**config.mk**
```make
export PLATFORM = sky130hd
export DESIGN_NAME = sat_counter
export DESIGN_NICKNAME = d
export VERILOG_FILES = /design/src/rtl/sat_counter.sv
export SDC_FILE = /design/constraint.sdc
export NUM_CORES = 1
export LEC_CHECK = 0
export CAP_MARGIN = 20
export CORE_AREA = 2 2 39 41
export CTS_CLUSTER_SIZE = 40
export DETAILED_ROUTE_END_ITERATION = 10
export DIE_AREA = 0 0 41 43
export PLACE_DENSITY = 0.6
export SLEW_MARGIN = 5
export SYNTH_ARGS = -nofsm -noshare
export SYNTH_HDL_FRONTEND = slang
export SYNTH_SLANG_ARGS = --single-unit
```
**constraint.sdc**
```tcl
create_clock -name clk -period 2.4 [get_ports clk]
set_input_delay 0.6 -clock clk [delete_from_list [all_inputs] [get_ports clk]]
set_output_delay 0.6 -clock clk [all_outputs]
set_load 0.02 [all_outputs]
```
**src/rtl/sat_counter.sv**
```systemverilog
// +-----------------------------------------------------------------+
// | sat_counter : up-counter with synchronous clear, holds at max   |
// | Rev 1.0                                                         |
// +-----------------------------------------------------------------+
`default_nettype none

module sat_counter #(
    parameter int W = 8
) (
    input  logic         clk,
    input  logic         rst_n,
    input  logic         clr,
    input  logic         inc,
    output logic [W-1:0] q
);

    logic [W-1:0] r_q;

    always_ff @(posedge clk or negedge rst_n) begin
        if (!rst_n) begin
            r_q <= '0;
        end else if (clr) begin
            r_q <= '0;
        end else if (inc && (r_q != {W{1'b1}})) begin
            r_q <= r_q + W'(1);
        end
    end

    assign q = r_q;

endmodule

`default_nettype wire

```
==> results.yml <==
status:
  status: "complete, no violations"
critical_path:
  startpoint_type: "flip-flop"
  r2r_start: "q[0]$_DFFE_PN0P_"
  rrSetupSlack_ps: 670
  path_buf_inv: 1
  critPathMaxFanout: 7
  max_stage_delay_ps: 650
  cp.arrival_ps: 1360
  r2r_end: "q[0]$_DFFE_PN0P_"
  cp_slowest_cell: "clkdlybuf4s50_1"
  r2r_cells: 4
  critPathKind: "reg -> out"
  cp.required_ps: 1800
  end_kind: "primary output"
  crit_family: "buffers and inverters"
  critical_path.cell_chain: "clkdlybuf4s50_1"
route:
  avgViaCountPerCell: 5.377
  drt_pass1_iterations: 2
  drc: 0
  wire_per_inst_um: 12.53
  num_vias: 414
  wl_um: 965
  ant_nets: 0
  drt_iter0_drc: 4
sta:
  rsz0062_at_grt: "false"
  worstMarginPinSlew_ps: 376.8
  finalSetupViolCount: 0
  fin_crit_ps: 1961
  max_slew_margin_pct: 74.23
  slew_violations: 0
  post-route-period-util_pct: 81.72
  fmax_ghz: 0.5099
  fin_skew_ps: 2.074
  hold_viol_final: 0
  setup_tns_ps: 0
  hold_slack_ps: 580.3
cts:
  cts-root-buf: "clkbuf_4"
  numCtsBuffers: 3
  h-tree-depth: 1
  cts_buffer_depth: 2
  postCtsSetupBuffers: 0
  cts_resized: 0
  numClockSinks: 8
  worstSkewPairLatency_ps: 250
  cts_tree: "done"
  cts.reportedPaths.clkPinSlew_ps: 50
  cts_hold_buf: 0
final_layout:
  final_cell_count_no_fill: 77
  layout-drive-gt1-share_pct: 11.48
  area_delta_synth_final_pct: 31.00
  final_nets: 68
  largest_reg_flops: 8
  n_antenna_cell: 0
logic_synthesis:
  async_reset_ff_share_pct: 100.0
  syn_nets: 54
  yosys_warnings: 0
  yosys_register_bits: 8
  synth_edf_count: 0
  syn-mean-instance-area_um2: 9.473
  synth_ff_type: "dfrtp_1"
  syn_inst: 49
  yosysUniqueCellTypes: 28
  synth_area_um2: 464.2
  synth_seq_area_share_pct: 43.13
placed_design:
  gp_congestion: 0.7369
  io_buffers: 11
  placed_cells: 74
floorplanning:
  top_level_ports: 12
  rows: 14
  dieArea_um2: 1763
  coreArea_um2: 1384
  floorplan.initialDensity_pct: 33.54
  die_h_um: 43
  die_width_um: 41
global_route:
  grt-ovfl-total: 0
  antenna_found_initial: 0
  grt_pass1_vias: 367
  grt_max_degree: 12
  track_usage_pct: 13.48
  grt_pass1_wl_mm: 1.593
min_path:
  min_path_cells: 2
  hp-start: "q[7]$_DFFE_PN0P_"
  hold_class: "reg -> reg"
  min_to: "q[7]$_DFFE_PN0P_"
pwr:
  p_per_area_nw_per_um2: 460.0
  p_leak_nw: 0.2385
  ir_drop_v: 0.0002249
flow_run:
  drv_cap: 0
-- cell usage after synthesis, types with 2 or more instances --
| cell | number | area, um^2 |
|---|---|---|
| nor3_1 | 4 | 20.02 |
| mux2_2 | 2 | 22.52 |
| nor2b_1 | 3 | 18.77 |
| nand3_1 | 2 | 10.01 |
| nand2b_1 | 3 | 18.77 |
| nor2_1 | 2 | 7.510 |
| a21oi_1 | 3 | 15.01 |
| inv_1 | 2 | 7.510 |
| dfrtp_1 | 8 | 200.2 |
| nand2_1 | 2 | 7.510 |
-- worst reg2reg max path, stage by stage (launching register included) --
cell and delay [ps]:
dfrtp_1 430, ha_1 300, and4_2 290, a21boi_1 230, mux2_2 360
-- per-layer routing --
layer	up-vias	GRT usage [%]	share of wire, %
met5	-	0	0
met1	195	18.21	47
li1	207	-	-
met4	0	8.000	1.5
met3	2	3.141	5.6
met2	10	18.75	45
-- per-stage QoR --
| stage | setup slack [ps] | util (%) | area [um^2] | total power [mW] |
|---|---|---|---|---|
| final | 438.8 | 43.94 | 608.1 | 0.2797 |
| after global routing | 345.2 | 43.94 | 608.1 | 0.2953 |
| after CTS | 435.7 | 43.94 | 608.1 | 0.2834 |
| after detailed placement | 347.3 | 42.31 | 585.6 | 0.1786 |
| after global placement | 366.5 | 42.31 | 585.6 | 0.1790 |
| after floorplan | 708.6 | - | 464.2 | 0.1624 |
-- kinds of logic (layout without fill, tap and decap cells) --
kind of cell	Yosys count	after routing	share of synthesized area (%)
buffers and inverters	4	16	3.503
adder cells (fa/ha/maj)	1	1	2.695
AO/OA/AOI/OAI	9	9	12.67
flip-flops	8	8	43.13
AND/OR/NAND/NOR	24	24	31.00
multiplexers	3	3	7.008
-- cells in the final DEF (no fill, tap or decap), drive strengths merged, types with 2 or more instances in the layout --
master and instances:
nor2b 3, nand2b 3, nor3 4, dfrtp 8, inv 2, clkdlybuf4s50 11, nor2 2, and4 2
nand2 2, clkbuf 3, a21oi 3, nand3 3, mux2 2
-- report_power, final --
part / total (mW) / switching [mW] / internal (mW)
logic: 0.0333 / 0.0171 / 0.0162
registers: 0.143 / 0.00487 / 0.138
clock network: 0.103 / 0.0461 / 0.0573
-- final cells by class --
cell class              instances  area, um^2
clock buffers                   3       22.52
fillers                       146       775.7
inverters                       2       7.507
multi-input cells              37       247.7
flip-flops and latches          8       200.2
well taps                      16       20.02
repair buffers                 11       110.1
-- worst max-delay path by stage --
| stage | startpoint | endpoint | slack [ps] | cells past startpoint |
|---|---|---|---|---|
| 2_1_floorplan | q[0]$_DFFE_PN0P_ | q[0]$_DFFE_PN0P_ | 710 | 4 |
| 3_3_place_gp | inc | q[7]$_DFFE_PN0P_ | 370 | 4 |
| 3_5_place_dp | inc | q[7]$_DFFE_PN0P_ | 350 | 4 |
| 4_1_cts | q[2]$_DFFE_PN0P_ | q[2] | 440 | 1 |
| 5_1_grt | inc | q[5]$_DFFE_PN0P_ | 350 | 4 |
| 6_report | q[2]$_DFFE_PN0P_ | q[2] | 440 | 1 |
Power figures use the tool's default switching activity.
